File: src/rtl/fp_align_unit.sv
// Single-precision FP adder alignment stage: unpacks, orders by magnitude, and right-shifts
// the smaller significand SHIFT_PER_CYCLE bits per clock. Optional macro: DENORMAL_EN.
module fp_align_unit #(
  parameter int SHIFT_PER_CYCLE = 1
) (
  input  logic        clk,
  input  logic        reset,
  input  logic        in_valid,
  output logic        in_ready,
  input  logic [31:0] a,
  input  logic [31:0] b,
  output logic        out_valid,
  input  logic        out_ready,
  output logic [23:0] big_mant,
  output logic [23:0] small_mant,
  output logic        guard,
  output logic        round,
  output logic        sticky,
  output logic [7:0]  exp_out,
  output logic        big_sign,
  output logic        eff_sub,
  output logic        special
);

  typedef enum logic [1:0] {IDLE, SHIFT, DONE} stateT;

  stateT       stateReg, stateNext;
  logic [25:0] shiftReg, shiftNext;
  logic        stickyReg, stickyNext;
  logic [4:0]  remainingReg, remainingNext;
  logic [23:0] bigMantReg;
  logic [7:0]  expOutReg;
  logic        bigSignReg, effSubReg, specialReg;

  logic [23:0] mantA, mantB, mantBig, mantSmall;
  logic [7:0]  effExpA, effExpB, effExpBig, effExpSmall;
  logic [8:0]  diff;
  logic        aIsBig, specialIn, overRange, accept;

  // Operand unpacking; exp==0 handling is the only configurable behaviour.
  always_comb begin
`ifdef DENORMAL_EN
    mantA   = {a[30:23] != 8'd0, a[22:0]};
    mantB   = {b[30:23] != 8'd0, b[22:0]};
    effExpA = (a[30:23] == 8'd0) ? 8'd1 : a[30:23];
    effExpB = (b[30:23] == 8'd0) ? 8'd1 : b[30:23];
`else
    mantA   = (a[30:23] == 8'd0) ? 24'd0 : {1'b1, a[22:0]};
    mantB   = (b[30:23] == 8'd0) ? 24'd0 : {1'b1, b[22:0]};
    effExpA = a[30:23];
    effExpB = b[30:23];
`endif
  end

  // {exp, frac} is exactly a[30:0]; ties keep a as the larger operand.
  assign aIsBig      = a[30:0] >= b[30:0];
  assign mantBig     = aIsBig ? mantA : mantB;
  assign mantSmall   = aIsBig ? mantB : mantA;
  assign effExpBig   = aIsBig ? effExpA : effExpB;
  assign effExpSmall = aIsBig ? effExpB : effExpA;
  assign diff        = {1'b0, effExpBig} - {1'b0, effExpSmall};
  assign overRange   = diff >= 9'd27;
  assign specialIn   = (&a[30:23]) | (&b[30:23]);
  assign accept      = in_valid && in_ready;

  // One SHIFT cycle: up to SHIFT_PER_CYCLE single-bit steps, each dropping bit 0 into sticky.
  always_comb begin
    shiftNext     = shiftReg;
    stickyNext    = stickyReg;
    remainingNext = remainingReg;
    for (int i = 0; i < SHIFT_PER_CYCLE; i++) begin
      if (remainingNext != 5'd0) begin
        stickyNext    = stickyNext | shiftNext[0];
        shiftNext     = shiftNext >> 1;
        remainingNext = remainingNext - 5'd1;
      end
    end
  end

  always_ff @(posedge clk or posedge reset) begin
    if (reset) stateReg <= IDLE;
    else       stateReg <= stateNext;
  end

  always_comb begin
    stateNext = stateReg;
    case (stateReg)
      IDLE:
        if (accept)
          stateNext = (specialIn || diff == 9'd0 || overRange) ? DONE : SHIFT;
      SHIFT:
        if (remainingNext == 5'd0) stateNext = DONE;
      DONE:
        if (out_ready) stateNext = IDLE;
      default:
        stateNext = IDLE;
    endcase
  end

  always_comb begin
    in_ready  = (stateReg == IDLE) && !reset;
    out_valid = (stateReg == DONE);
  end

  always_ff @(posedge clk or posedge reset) begin
    if (reset) begin
      shiftReg     <= '0;
      stickyReg    <= 1'b0;
      remainingReg <= '0;
      bigMantReg   <= '0;
      expOutReg    <= '0;
      bigSignReg   <= 1'b0;
      effSubReg    <= 1'b0;
      specialReg   <= 1'b0;
    end else if (accept) begin
      bigMantReg   <= mantBig;
      expOutReg    <= effExpBig;
      bigSignReg   <= aIsBig ? a[31] : b[31];
      effSubReg    <= a[31] ^ b[31];
      specialReg   <= specialIn;
      // Out-of-range shifts skip the SHIFT state: everything lands in sticky at once.
      shiftReg     <= (specialIn || overRange) ? 26'd0 : {mantSmall, 2'b00};
      stickyReg    <= !specialIn && overRange && (|mantSmall);
      remainingReg <= (specialIn || overRange) ? 5'd0 : diff[4:0];
    end else if (stateReg == SHIFT) begin
      shiftReg     <= shiftNext;
      stickyReg    <= stickyNext;
      remainingReg <= remainingNext;
    end
  end

  assign big_mant   = bigMantReg;
  assign small_mant = shiftReg[25:2];
  assign guard      = shiftReg[1];
  assign round      = shiftReg[0];
  assign sticky     = stickyReg;
  assign exp_out    = expOutReg;
  assign big_sign   = bigSignReg;
  assign eff_sub    = effSubReg;
  assign special    = specialReg;

endmodule
File: config.mk
export PLATFORM = sky130hd
export DESIGN_NAME = fp_align_unit
export DESIGN_NICKNAME = d
export VERILOG_FILES = /design/src/rtl/fp_align_unit.sv
export SDC_FILE = /design/constraint.sdc
export NUM_CORES = 1
export LEC_CHECK = 0
export ABC_AREA = 1
export CORE_ASPECT_RATIO = 1.75
export CORE_MARGIN = 2
export CORE_UTILIZATION = 50
export CTS_CLUSTER_DIAMETER = 50
export DETAILED_ROUTE_END_ITERATION = 16
export PLACE_DENSITY = 0.9
export SLEW_MARGIN = 40
export SYNTH_ARGS = -nofsm -noshare
export SYNTH_HDL_FRONTEND = slang
export SYNTH_SLANG_ARGS = --single-unit
File: constraint.sdc
create_clock -name clk -period 3.1 [get_ports clk]
set_clock_uncertainty 0.2 [all_clocks]
set_input_delay 0.62 -clock clk [delete_from_list [all_inputs] [get_ports clk]]
set_output_delay 0.62 -clock clk [all_outputs]
set_load 0.03 [all_outputs]
==> metrics.md, run 1 <==
| Metric | Value |
|---|---|
| Status | `stopped before the end` |
| Failed at | `global routing (5_1_grt)` |
| Error msg | `[ERROR GRT-0232] Routing congestion too high. Check the congestion heatmap in the GUI.` |
| Most frequent cell after synthesis | `nand2_1` |
| FFs w/ async S/R, synth | `100.0%` |
| Worst endpoint type | `register input` |
| Synth Flop Type | `dfrtp_1` |
| Post-synth EDFFs | `0` |
| Total number of yosys warnings | `0` |
| Clock Path Buffers | `2` |
| Post-synthesis register bit count | `69` |
| Clock root buffer | `clkbuf_16` |
| Post-synthesis simple-gate area fraction | `31.49%` |
| Total Routing Usage GR | `67.25%` |
| H-Tree Depth | `3` |
| Total grt overflow | `24` |
| Synth Area in Compound Gates | `16.48%` |
| Xor and xnor area share after synthesis | `0.4972%` |
| Post-synth top cells | `nand2_1 (247), inv_1 (105), dfrtp_1 (69)` |
| Synth top area cells | `dfrtp_1 (33%), nand2_1 (18%), ha_1 (7.8%)` |
| Post-synthesis cell count | `754` |
| Mapped Avg Cell Area | `7.009 um^2` |
| Register area share after synthesis | `32.67%` |
| Distinct cells, synth | `41` |
| Syn_nets | `855` |
| CTS buffer count | `9` |
| Main combinational cell family by area after synthesis | `simple AND/OR/NAND/NOR gates` |
| Clk sink count | `69` |
| Synth Area in Adders | `7.813%` |
| I/O pin count | `132` |
| Synth area leader | `dfrtp_1` |
| Post-synthesis mux area share | `0%` |
| Placed insts | `1,087` |
| Number of port buffers | `131` |
| Initial Utilization | `51.31%` |
| Post-Syn Area | `0.005285 mm^2` |
| Core Rows | `49` |
| Pin count of the biggest net entering global routing | `70` |
| Hold buffer count at cts | `0` |
| Vert. Die Dim | `140.0 um` |
| RD Place Congestion | `0.9569` |
| Die width | `81.72 um` |
| Yosys top cell area share | `32.67%` |
| DP Wirelength | `14,560 um` |
| GRT repair_timing worst endpoint | `shiftReg[3]$_DFFE_PP0P_/D` |
## through the flow
step / worst slack [ns] / util [%] / area, um^2
3_5_place_dp: -1.098 / 74.94 / 7719
3_3_place_gp: -0.9683 / 74.94 / 7719
4_1_cts: -0.08356 / 84.49 / 8702
2_1_floorplan: -0.07265 / - / 5475
## layer usage
| layer | global-route usage [%] | GRT overflow |
|---|---|---|
| met4 | 67.81 | 14 |
| met5 | 13.81 | 0 |
| met1 | 68.34 | 0 |
| met2 | 83.18 | 10 |
| met3 | 48.58 | 0 |
## cells by family after synthesis
group                    count (synthesis)
adder cells (fa/ha/maj)                 33
flip-flops                              69
XOR/XNOR                                 3
AO/OA/AOI/OAI                          123
buffers and inverters                  147
AND/OR/NAND/NOR                        379
## repair_timing
item | 4_1_cts
endpoints found under the setup margin | 56
buffers inserted | 29
resized for setup | 382
pin swaps | 108
cloned | 2
==> run 2, diff against run 1 <==
- CORE_ASPECT_RATIO: 1.75 -> unset
- CORE_UTILIZATION: 50 -> 35
- CTS_CLUSTER_DIAMETER: 50 -> unset
- PLACE_DENSITY: 0.9 -> unset
- PLACE_DENSITY_LB_ADDON: unset -> 0.15
==> run 2 against run 1 <==
The flow now finishes, with violations (negative setup slack). Synthesized cell count unchanged. Area after synthesis unchanged.
==> metrics.md, run 2 <==
| Metric | Value |
|---|---|
| Status | `finished with violations` |
| Failing checks | `negative setup slack` |
| Critical path buffers and inverters | `18` |
| Die width | `126.9 um (+55%)` |
| H-Tree Depth | `3 (unchanged)` |
| Min-Delay Startpoint | `big_sign` |
| Fin worst setup slack | `-0.1588 ns` |
| Drt first pass iters | `5` |
| I/O pin count | `132 (unchanged)` |
| Slew headroom | `65.02%` |
| Largest Register | `shiftReg` |
| Vias per cell | `5.249` |
| Finish-stage setup viols | `31` |
| Sequential Power Share | `25.4%` |
| Synth area leader | `dfrtp_1` |
| Syn_nets | `855 (unchanged)` |
| Reg2reg start | `remainingReg[0]` |
| Total Routing Usage GR | `26.17%` |
| Post-synthesis register bit count | `69 (unchanged)` |
| Total power | `6.048 mW` |
| Place WS | `-1.044 ns (+0.05449 ns)` |
| Final WL | `20,940 um` |
| Area growth from synthesis to layout | `75.40%` |
| Total grt overflow | `0` |
| Vias | `6,451` |
| CP Data Required Time | `3.18 ns` |
| First-pass GRT wire length | `33,740 um` |
| Setup slack, reg-to-reg | `0.72 ns` |
| Yosys top cell area share | `32.67% (unchanged)` |
| Antenna violations before repair | `0` |
| FFs w/ async S/R, synth | `100.0% (unchanged)` |
| Initial Utilization | `36.09% (-15 points)` |
| Pin count of the biggest net entering global routing | `70` |
| Register area share after synthesis | `32.67% (unchanged)` |
| Total number of yosys warnings | `0 (unchanged)` |
| Mapped Avg Cell Area | `7.009 um^2 (unchanged)` |
| Max VDD drop | `0.3592 mV` |
| Fin crit share | `105.1%` |
| Number of port buffers | `131 (unchanged)` |
| Vias in the first global route | `6,572` |
| ANT cells | `0` |
| Critical path's slowest cell | `o22ai_1` |
| Critical Path Source | `b[21]` |
| Layout cells sized above 1 | `41.63%` |
| CP most frequent cell | `buf_4` |
| Post-synthesis cell count | `754 (unchanged)` |
| Core Rows | `44 (-10%)` |
| Core area | `0.01464 mm^2` |
| Startpoint types | `primary input` |
| Synth top area cells | `dfrtp_1 (33%), nand2_1 (18%), ha_1 (7.8%)` |
| P_int | `3.423 mW` |
| Max incr delay on CP | `0.28 ns` |
| Setup Crit Path Kind | `in2reg` |
| Reg2Reg Depth | `12` |
| ANT nets after route | `0` |
| Min-delay worst type | `reg2reg` |
| Hold Path Cell Cnt | `2` |
| Delay-heaviest family, CP | `buffers and inverters` |
| Post-synth EDFFs | `0 (unchanged)` |
| DP Wirelength | `14,350 um (-1.5%)` |
| Most frequent cells in the layout | `nand2_1 (196), buf_4 (157), inv_1 (70)` |
| Clock root buffer | `clkbuf_16` |
| Post-synth top cells | `nand2_1 (247), inv_1 (105), dfrtp_1 (69)` |
| CTS buffer count | `9 (unchanged)` |
| Fmax | `0.3069 GHz` |
| Worst EP arrival | `3.34 ns` |
| Clk sink count | `69 (unchanged)` |
| Vert. Die Dim | `126.9 um (-9.4%)` |
| Slew @ Worst Pin | `0.5230 ns` |
| Clock Path Buffers | `2 (unchanged)` |
| Wire length per cell | `17.04 um` |
| CTS tree | `done` |
| Nets | `1,141` |
| Worst-path fanout max | `2` |
| Synth Flop Type | `dfrtp_1` |
| Clk network pwr share | `18.2%` |
| R2R Path End | `stateReg[0]` |
| Initial DRC count | `553` |
| Hold Path End | `big_sign` |
| Die Area | `0.01610 mm^2` |
| Slew Limit Fails | `0` |
| Post-Syn Area | `0.005285 mm^2 (unchanged)` |
| Final Hold Fails | `0` |
| PD cells | `652.4 mW/mm^2` |
| Clock transition at path regs | `0.06 ns` |
| Most common cell after layout, fill and taps aside | `nand2_1` |
| Sw frac | `43.40%` |
| Max cap viols | `0` |
| RD Place Congestion | `0.9266 (-3.2%)` |
| Final Core Density | `63.30%` |
| Clk_lat worst skew | `0.34 ns` |
| Sequence of cells on the critical path | `buf_2, inv_2, buf_4, buf_4, buf_4, buf_4, buf_4, buf_4, buf_4, buf_4, buf_4, buf_4, buf_4, buf_4, buf_4, buf_4, buf_4, buf_4, o22ai_1, nand4_1, nand2_1, nand2_1, nand2_1` |
| Distinct cells, synth | `41 (unchanged)` |
| Final critical-path required period | `3.259 ns` |
| Comb pwr share | `56.5%` |
| Leak | `4.536 nW` |
| Sw Pwr | `2.625 mW` |
| Crit end category | `flip-flop` |
| Drt drc | `0` |
| Most frequent cell after synthesis | `nand2_1` |
| RSZ-0062 raised after global routing | `true` |
| Max reg flops | `26` |
run 2: cell type report:
cell class	instances	area, um^2
timing repair buffer	310	2705
multi-input combinational	538	3839
sequential	69	1727
inverter	112	460.4
clock buffer	10	239.0
clock inverter	6	70.07
tap	184	230.2
fill	1220	5374
run 2: worst max-delay path by stage:
stage,slack [ns],endpoint,cells after the start
3_5_place_dp,-1.04,shiftReg[14],23
3_3_place_gp,-0.92,shiftReg[3],20
2_1_floorplan,-0.07,shiftReg[16],25
6_report,-0.16,shiftReg[23],23
5_1_grt,-0.31,shiftReg[10],25
4_1_cts,-0.05,remainingReg[1],22
run 2: kinds of logic (layout without fill, tap and decap cells):
logic type	Yosys count	after routing	synth area share, %
DFF	69	69	32.67
adders and majority gates	33	33	7.813
and+or+nand+nor	379	379	31.49
xor gates and xnor gates	3	3	0.4972
AOI/OAI and AO/OA	123	123	16.48
buffers and inverters	147	438	11.06
run 2: stage by stage:
step	std cells	TNS [ns]	cell area, um^2	hold WS [ns]
after floorplan	754	-1.875	5475	0.2719
after global routing	1229	-8.273	9270	0.3208
after global placement	1149	-42.56	7802	0.2711
final	1229	-2.702	9270	0.2920
after detailed placement	1149	-47.03	7802	0.2787
after CTS	1226	-0.9593	9115	0.2986
run 2: power groups by stage:
stage               Sequential [mW]  Combinational, mW  Clock [mW]
floorplan                      2.11               1.10           0
global placement               1.53               2.97           0
detailed placement             1.54               3.01           0
CTS                            1.53               3.34        1.11
global route                   1.58               3.65        1.14
finish                         1.53               3.42        1.10
run 2: worst reg2reg max path: cells and delay by family (launching register included):
kind / cells / cell delay (ns)
compound gates: 3 / 0.67
fa+ha+maj: 1 / 0.19
buf+inv: 2 / 0.24
simple gates: 6 / 0.62
flops: 1 / 0.40
run 2: metal layers:
metal | vias up | GRT usage [%] | wire (um)
li1 | 3089 | - | -
met1 | 3080 | 36.20 | 9455
met2 | 248 | 43.07 | 9973
met3 | 34 | 3.248 | 1143
met4 | 0 | 7.628 | 371
met5 | - | 0 | 0
run 2: timing repair:
action / in CTS / in global routing
pin swaps: 99 / 45
buffers inserted: 57 / 4
hold buffers: 0 / 0
gates cloned: 4 / 1
endpoints found under the setup margin: 56 / 32
resized for setup: 389 / 41
Note: power is estimated with default switching activity, not from simulation.
==> run 3, diff against run 2 <==
- SLEW_MARGIN: 40 -> unset
==> results of run 3 <==
Same layout as run 2: the final DEF is identical, and so are final timing and power.
